## config.mk

```make
export PLATFORM = sky130hd
export DESIGN_NAME = vram_arbiter
export DESIGN_NICKNAME = d
export VERILOG_FILES = /design/src/rtl/vram_arbiter.sv
export SDC_FILE = /design/constraint.sdc
export NUM_CORES = 1
export LEC_CHECK = 0
export BUFFER_PORTS_ARGS = -buffer_cell sky130_fd_sc_hd__clkbuf_2
export CELL_PAD_IN_SITES_DETAIL_PLACEMENT = 1
export CELL_PAD_IN_SITES_GLOBAL_PLACEMENT = 1
export CORE_ASPECT_RATIO = 0.6
export CORE_MARGIN = 2
export CORE_UTILIZATION = 30
export DETAILED_ROUTE_END_ITERATION = 8
export PLACE_DENSITY_LB_ADDON = 0.1
export SLEW_MARGIN = 20
export SYNTH_ARGS = -nofsm -noshare
export SYNTH_HDL_FRONTEND = slang
export SYNTH_SLANG_ARGS = --single-unit
```

## constraint.sdc

```tcl
create_clock -name i_clk -period 1.8 [get_ports i_clk]
set_clock_uncertainty 0.05 [all_clocks]
set_input_delay 0.09 -clock i_clk [delete_from_list [all_inputs] [get_ports i_clk]]
set_output_delay 0.09 -clock i_clk [all_outputs]
set_load 0.02 [all_outputs]
```

## src/rtl/vram_arbiter.sv

```systemverilog
// Time-slot arbiter for the single-port video RAM: the video fetch owns one
// dot-clock slot per character period while DE is high, and the host gets every other slot.
module vram_arbiter #(
  parameter int ADDR_W   = 13,
  parameter int DATA_W   = 16,
  parameter int SLOTS    = 8,
  parameter int VID_SLOT = 2
) (
  input  logic              i_clk,
  input  logic              i_rst_n,
  input  logic              i_ph0,
  input  logic              i_de,
  input  logic [ADDR_W-1:0] i_vid_addr,
  output logic [DATA_W-1:0] o_vid_data,
  output logic              o_vid_strobe,
  input  logic              i_cpu_req,
  input  logic              i_cpu_we,
  input  logic [ADDR_W-1:0] i_cpu_addr,
  input  logic [DATA_W-1:0] i_cpu_wdata,
  output logic              o_cpu_ack,
  output logic [DATA_W-1:0] o_cpu_rdata,
  output logic              o_ram_en,
  output logic              o_ram_we,
  output logic [ADDR_W-1:0] o_ram_addr,
  output logic [DATA_W-1:0] o_ram_wdata,
  input  logic [DATA_W-1:0] i_ram_rdata
);

  localparam int SLOT_W = (SLOTS > 1) ? $clog2(SLOTS) : 1;
  localparam logic [SLOT_W-1:0] LAST_SLOT = SLOT_W'(SLOTS - 1);
  localparam logic [SLOT_W-1:0] VID_IDX   = SLOT_W'(VID_SLOT);

  typedef enum logic [1:0] {ST_IDLE, ST_ISSUE, ST_DONE} state_t;
  typedef enum logic [1:0] {TAG_NONE, TAG_VID, TAG_CPU} tag_t;

  state_t            r_state;
  state_t            w_next_state;
  tag_t              r_tag;
  logic              r_cpu_rd;
  logic [SLOT_W-1:0] r_slot;
  logic [SLOT_W-1:0] w_slot;
  logic [DATA_W-1:0] r_vid_data;
  logic [DATA_W-1:0] r_cpu_rdata;
  logic              w_vid_issue;
  logic              w_cpu_issue;
  logic              w_cpu_rd_done;

  // ph0 takes effect in its own cycle, so the strobe cycle is always slot 0
  assign w_slot = i_ph0 ? '0 : r_slot;

  always_ff @(posedge i_clk or negedge i_rst_n) begin
    if (!i_rst_n) begin
      r_slot <= '0;
    end else begin
      r_slot <= (w_slot == LAST_SLOT) ? w_slot : w_slot + 1'b1;
    end
  end

  assign w_vid_issue = (w_slot == VID_IDX) && i_de;
  assign w_cpu_issue = (r_state == ST_IDLE) && i_cpu_req && !w_vid_issue;

  always_ff @(posedge i_clk or negedge i_rst_n) begin
    if (!i_rst_n) begin
      r_state <= ST_IDLE;
    end else begin
      r_state <= w_next_state;
    end
  end

  always_comb begin
    w_next_state = r_state;
    case (r_state)
      ST_IDLE:  if (w_cpu_issue) w_next_state = ST_ISSUE;
      ST_ISSUE: w_next_state = ST_DONE;
      ST_DONE:  if (!i_cpu_req) w_next_state = ST_IDLE;
      default:  w_next_state = ST_IDLE;
    endcase
  end

  // RAM port is driven combinationally so an issue lands in the request cycle;
  // gating with i_rst_n keeps the port quiet while reset is asserted
  always_comb begin
    o_cpu_ack   = (r_state == ST_ISSUE);
    o_ram_en    = 1'b0;
    o_ram_we    = 1'b0;
    o_ram_addr  = '0;
    o_ram_wdata = '0;
    if (i_rst_n) begin
      if (w_vid_issue) begin
        o_ram_en   = 1'b1;
        o_ram_addr = i_vid_addr;
      end else if (w_cpu_issue) begin
        o_ram_en    = 1'b1;
        o_ram_we    = i_cpu_we;
        o_ram_addr  = i_cpu_addr;
        o_ram_wdata = i_cpu_wdata;
      end
    end
  end

  // Capture is steered by the registered tag only, never by the current slot
  always_ff @(posedge i_clk or negedge i_rst_n) begin
    if (!i_rst_n) begin
      r_tag       <= TAG_NONE;
      r_cpu_rd    <= 1'b0;
      r_vid_data  <= '0;
      r_cpu_rdata <= '0;
    end else begin
      if (w_vid_issue) begin
        r_tag <= TAG_VID;
      end else if (w_cpu_issue) begin
        r_tag <= TAG_CPU;
      end else begin
        r_tag <= TAG_NONE;
      end
      if (w_cpu_issue) begin
        r_cpu_rd <= !i_cpu_we;
      end
      if (o_vid_strobe) begin
        r_vid_data <= i_ram_rdata;
      end
      if (w_cpu_rd_done) begin
        r_cpu_rdata <= i_ram_rdata;
      end
    end
  end

  assign w_cpu_rd_done = (r_state == ST_ISSUE) && (r_tag == TAG_CPU) && r_cpu_rd;
  assign o_vid_strobe  = (r_tag == TAG_VID);
  assign o_vid_data    = o_vid_strobe ? i_ram_rdata : r_vid_data;
  assign o_cpu_rdata   = w_cpu_rd_done ? i_ram_rdata : r_cpu_rdata;

endmodule

```

==> results_dict.tcl, run 1 <==
set metrics [dict create \
    violations "negative setup slack" \
    drc 0 \
    worst_pin_slew_ns 0.238 \
    antenna_found_initial 0 \
    htreeDepth 2 \
    reg2reg_slack_ns 0.10 \
    io_buffers 128 \
    antenna_cells_inserted 0 \
    crit_arrival_ns 1.77 \
    min_period_over_period_pct 106 \
    coreArea_sq_mm 0.00668 \
    hp-start "i_ram_rdata[13]" \
    globalRouteMet2Util_pct 29.7 \
    grt_busiest_layer "met2" \
    gp_congestion 0.689 \
    dpl_cell_area_sq_mm 0.00284 \
    place_ws_ns -0.0348 \
    slew_viol_final 0 \
    die_area_sq_mm 0.00758 \
    yosysSeqAreaShare_pct 48.5 \
    ys.flop_type "dfrtp_1" \
    min_to "r_vid_data[13]" \
    synth_common_cells "40 x dfrtp_1, 22 x mux2_2, 18 x and2_1, 14 x a21boi_0" \
    maxCapViolCount 0 \
    postSynthAreaPerCell_sq_um 12.1 \
    clock-sinks 40 \
    drive_gt1_share_pct 69.3 \
    area_growth_pct 79.0 \
    synth_area_leader_cell "dfrtp_1" \
    cp-end-kind "primary output" \
    path_max_fanout 8 \
    cts_buffer_depth 2 \
    whs_ns 0.0249 \
    startpoint_type "register" \
    relSlewSlack_pct 84.0 \
    hpwl_um 4950 \
    fillCellCount 724 \
    yosysTopAreaCellShare_pct 48.5 \
    yosysMostFrequentCell "dfrtp_1" \
    grtUsageMet3_pct 4.16 \
    use_met1_pct 26.1 \
    die_x_um 111 \
    vias_per_cell 4.74 \
    io_pins 129 \
    grt_pass1_wl_um 10800 \
    grt-ovfl-total 0 \
    hold_violations 0 \
    critPathKind "register to primary output" \
    grt_usage_pct 18.7 \
    dieHeight_um 68.2 \
    netlist_area_sq_mm 0.00206 \
    cts_tree "yes" \
    ys_ff_latch 40 \
    status "complete, but fails checks" \
    p_leak_nw 1.78 \
    nets 387 \
    r2r_cells 7 \
    worst_slack_ns -0.112 \
    synth_edf_count 0 \
    dr.first_iter.drc_count 75 \
    fin_area_sq_mm 0.00369 \
    async_reset_ff_share_pct 100 \
    wl_per_cell_um 19.7 \
    netlist_instances 171 \
    clk_pin_slew_worst_paths_ns 0.06 \
    power_density_mw_per_mm2 1460 \
    setup_viol 46 \
    rows 23 \
    r2r_start "r_state[1]" \
    grt_max_degree 20 \
    root_buffer "clkbuf_16" \
    holdCritPathClass "input pin to register" \
    rsz0062_at_grt "yes" \
    grt_pass1_vias 1950 \
    syn_nets 237 \
    finalCriticalPeriod_ns 1.91 \
    firstDrtPassIters 4 \
    whs_path_depth 2 \
    reg2reg_to "r_cpu_rd" \
    max_freq_ghz 0.523 \
    initial_core_util_pct 30.9 \
    fin_total_pwr_w 0.00541 \
    crit_required_ns 1.66 \
    yosysUniqueCellTypes 28 \
    cts_buffers 5 \
    clkLatencyLatePin_ns 0.28 \
    ir_drop_uv 1100 \
    synth_area_leaders "dfrtp_1 49%, mux2_2 12%, mux2_4 7.3%, and2_1 5.5%, a21boi_0 5.1%" \
    fin_setup_tns_ns -2.21 \
    num_vias 1939 \
    ys_warn_count 0 \
    route.antenna.remaining_nets 0 \
    totalWireLength_um 8050 \
]
## cells in the final DEF (no fill, tap or decap), types with 2 or more instances in the layout
| cell type | count |
|---|---|
| clkbuf_2 | 81 |
| clkbuf_8 | 3 |
| o211a_4 | 3 |
| inv_1 | 2 |
| and2_4 | 18 |
| dfrtp_1 | 40 |
| nand2_1 | 2 |
| o211ai_1 | 13 |
| dlygate4sd3_1 | 2 |
| mux2_2 | 16 |
| buf_6 | 10 |
| buf_8 | 28 |
| nand3_1 | 13 |
| a21boi_1 | 14 |
| nor2b_2 | 2 |
| buf_4 | 29 |
| nand2b_1 | 5 |
| clkbuf_16 | 6 |
| mux2_4 | 16 |
| nor2b_4 | 2 |
| buf_12 | 2 |
## state kept, by name, summed over array words and instances (netlist names)
| signal | flops |
|---|---|
| r_cpu_rdata | 16 |
| r_state | 2 |
| r_tag | 2 |
| r_slot | 3 |
| r_cpu_rd | 1 |
| r_vid_data | 16 |
## where the power goes
| part | switching (W) | leakage [nW] | internal, W | total (W) |
|---|---|---|---|---|
| registers | 0.000128 | 0.489 | 0.00130 | 0.00142 |
| clock network | 0.000349 | 0.0901 | 0.000730 | 0.00108 |
| logic | 0.00141 | 1.21 | 0.00149 | 0.00290 |
## worst max-delay path, stage by stage (launching register included)
cell,delay [ns]
dfrtp_1,0.38
nor2b_2,0.14
and4b_2,0.31
clkbuf_16,0.19
mux2_4,0.33
buf_8,0.14
## cells by family (layout without fill, tap and decap cells)
family | after synthesis | after routing | share of synthesized area [%]
and+or+nand+nor | 48 | 49 | 14.3
DFF | 40 | 40 | 48.5
muxes | 33 | 33 | 19.8
AOI/OAI and AO/OA | 31 | 33 | 11.3
buffers and inverters | 16 | 164 | 4.49
adders and majority gates | 2 | 2 | 1.21
xor gates and xnor gates | 1 | 1 | 0.425
## cell type report
type | count | area (sq um) | share of cell area (%)
Tap cell | 87 | 109 | 2.95
Multi-Input combinational cell | 118 | 1140 | 30.8
Inverter | 2 | 7.51 | 0.203
Clock inverter | 1 | 30.0 | 0.813
Sequential cell | 40 | 1000 | 27.1
Clock buffer | 7 | 153 | 4.13
Timing Repair Buffer | 154 | 1250 | 34.0
## what timing repair did
action                                  in CTS  in global routing
pin swaps                                   22                 24
hold endpoints to repair                    41                  0
cloned                                       2                  3
endpoints found under the setup margin      47                 48
buffers inserted                             7                  4
resized for setup                           94                 85
hold buffers                                 2                  0
## per-stage QoR
step,std cells,util [%]
floorplan,171,-
global placement,383,42.5
detailed placement,383,42.5
CTS,402,51.9
global route,409,55.3
finish,409,55.3
## per-layer routing
metal | routed length [um] | share of wire [%] | vias up
li1 | - | - | 911
met1 | 3460 | 43 | 970
met2 | 4120 | 51 | 44
met3 | 307 | 3.8 | 14
met4 | 163 | 2.0 | 0
met5 | 0 | 0 | -
## worst max-delay path by stage
stage	startpoint	end	slack [ns]	cells after the start
floorplan	r_slot[1]	o_ram_addr[3]	0.08	6
finish	r_state[1]	o_cpu_rdata[12]	-0.11	5
detailed placement	r_slot[1]	o_ram_addr[2]	-0.03	6
global route	r_state[1]	o_cpu_rdata[12]	-0.21	5
CTS	r_state[1]	o_cpu_rdata[11]	-0.15	5
global placement	r_slot[1]	o_ram_addr[6]	0.02	6
(Power assumes the default switching activity.)
==> run 2, diff against run 1 <==
--- a/config.mk
+++ b/config.mk
@@ -12,6 +12,7 @@
 export CORE_MARGIN = 2
 export CORE_UTILIZATION = 30
 export DETAILED_ROUTE_END_ITERATION = 8
+export GPL_TIMING_DRIVEN = 0
 export PLACE_DENSITY_LB_ADDON = 0.1
 export SLEW_MARGIN = 20
 export SYNTH_ARGS = -nofsm -noshare
==> constraint.sdc (replaced) <==
create_clock -name i_clk -period 1.8 [get_ports i_clk]
set_clock_uncertainty 0.05 [all_clocks]
set_input_delay 0.09 -clock i_clk [delete_from_list [all_inputs] [get_ports i_clk]]
set_output_delay 0.09 -clock i_clk [all_outputs]
set_load 0.05 [all_outputs]
==> run 2 against run 1 <==
The flow finishes with violations (negative hold slack, negative setup slack). Critical path depth up 1. Cell count up 4.6%. Clock power down 12%. Clock-buffer cell count down 1. Combinational power up 62%. Largest power group unchanged.
==> results_dict.tcl, run 2 (synthesis gave the netlist of run 1 again) <==
set metrics [dict create \
    status "complete, but fails checks" \
    violations "negative hold slack, negative setup slack" \
    area_growth_pct 114 \
    final_util_pct 66.1 \
    relSlewSlack_pct 57.4 \
    grtUsageMet3_pct 4.34 \
    globalRouteMet2Util_pct 40.3 \
    fin_setup_tns_ns -8.66 \
    rows 23 \
    max_freq_ghz 0.483 \
    finalCriticalPeriod_ns 2.07 \
    route.antenna.remaining_nets 0 \
    p_leak_nw 2.05 \
    setup_viol 46 \
    grt_pass1_wl_um 12900 \
    io_buffers 128 \
    startpoint_type "register" \
    htreeDepth 2 \
    layout_commonest_cell "clkbuf_2" \
    worst_slack_ns -0.269 \
    clkLatencyLatePin_ns 0.29 \
    gp_congestion 0.722 \
    drive_gt1_share_pct 78.0 \
    cts_buffers 5 \
    path_max_fanout 6 \
    coreArea_sq_mm 0.00668 \
    worst_pin_slew_ns 0.639 \
    slew_viol_final 0 \
    critPathKind "register to primary output" \
    antenna_cells_inserted 0 \
    antenna_found_initial 0 \
    totalWireLength_um 9080 \
    layout_common_cells "64 x clkbuf_2, 39 x dfrtp_1, 34 x buf_8" \
    hold_violations 40 \
    reg2reg_slack_ns 0.02 \
    drc 0 \
    initial_core_util_pct 30.9 \
    reg_top3 "r_cpu_rdata x16, r_vid_data x16, r_slot x3" \
    grt-ovfl-total 0 \
    dieHeight_um 68.2 \
    ir_drop_uv 1320 \
    grt_max_degree 48 \
    nets 406 \
    whs_ns -0.206 \
    maxCapViolCount 0 \
    vias_per_cell 4.79 \
    fin_cells 428 \
    cts_buffer_depth 2 \
    r2r_start "r_state[0]" \
    firstDrtPassIters 4 \
    fin_total_pwr_w 0.00709 \
    placed_cells 386 \
    crit_required_ns 1.66 \
    num_vias 2050 \
    r2r_cells 6 \
    crit_arrival_ns 1.93 \
    min_period_over_period_pct 115 \
    grt_busiest_layer "met2" \
    io_pins 129 \
    clk_pin_slew_worst_paths_ns 0.07 \
    holdCritPathClass "input pin to async pin" \
    root_buffer "clkbuf_16" \
    clock-sinks 40 \
    dr.first_iter.drc_count 72 \
    cp-end-kind "primary output" \
    ctsHoldBuffers 1 \
    reg2reg_to "r_cpu_rdata[10]" \
    die_x_um 111 \
    cts_tree "yes" \
    grt_usage_pct 22.5 \
    rsz0062_at_grt "yes" \
    use_met1_pct 29.1 \
    fillCellCount 647 \
    grt_pass1_vias 2193 \
    wl_per_cell_um 21.2 \
    power_density_mw_per_mm2 1610 \
    die_area_sq_mm 0.00758 \
    hpwl_um 4910 \
]
-- run 2: changes by cell type in the layout (fill, tap and decap cells not counted), moves of 2 or more --
cell and delta:
clkbuf_2 -17, clkbuf_16 +16, a21boi_1 -13, buf_6 +12
nand3_1 -12, a21boi_4 +8, nand3_2 +7, buf_8 +6
a21boi_2 +5, nand3_4 +5, clkbuf_4 +2, nor2b_1 +2
nor2b_2 -2
-- run 2: timing repair --
action / CTS / global route
buffers inserted: 19 / 11
endpoints found under the setup margin: 56 / 63
cloned: 5 / 1
hold endpoints to repair: 41 / 40
pin swaps: 40 / 13
resized for setup: 179 / 96
-- run 2: worst max path at each step --
stage | cells past startpoint | slack (ns) | endpoint | from
3_3_place_gp | 5 | -0.35 | o_ram_wdata[5] | i_rst_n
6_report | 6 | -0.27 | o_cpu_rdata[14] | r_state[0]
5_1_grt | 6 | -0.33 | o_cpu_rdata[14] | r_state[0]
3_5_place_dp | 7 | -0.30 | o_ram_addr[6] | r_slot[1]
2_1_floorplan | 7 | -0.08 | o_ram_addr[3] | r_slot[1]
4_1_cts | 6 | -0.20 | o_cpu_rdata[5] | r_state[1]
-- run 2: power breakdown --
group	switching (W)	internal, W	total [W]
registers	0.000154	0.00130	0.00145
logic	0.00262	0.00207	0.00469
clock network	0.000392	0.000555	0.000947
total	0.00316	0.00393	0.00709
-- run 2: per-layer routing --
| layer | part of all wire (%) | routed length [um] |
|---|---|---|
| met1 | 43 | 3880 |
| met2 | 53 | 4810 |
| met3 | 2.9 | 264 |
| met4 | 1.4 | 123 |
| met5 | 0 | 0 |
-- run 2: area by class of cell --
type	count	area, sq um	share of cell area [%]
inverter	2	7.51	0.170
timing repair buffer	163	1690	38.4
multi-input combinational	116	1310	29.7
sequential	40	1000	22.7
clock inverter	2	13.8	0.312
buffer	12	136	3.09
clock buffer	6	139	3.15
tap	87	109	2.47
-- run 2: worst max-delay path: stages, from the launching register on --
cell	delay, ns
dfrtp_1	0.40
nor2b_4	0.20
and4b_1	0.23
buf_6	0.16
clkbuf_16	0.16
mux2_4	0.32
buf_8	0.15
-- run 2: per-stage QoR --
step                cell area, sq um  setup WS [ns]
finish                          4410         -0.269
global route                    4410         -0.326
CTS                             4180         -0.204
detailed placement              2950         -0.297
global placement                2950         -0.349
floorplan                       2200        -0.0787
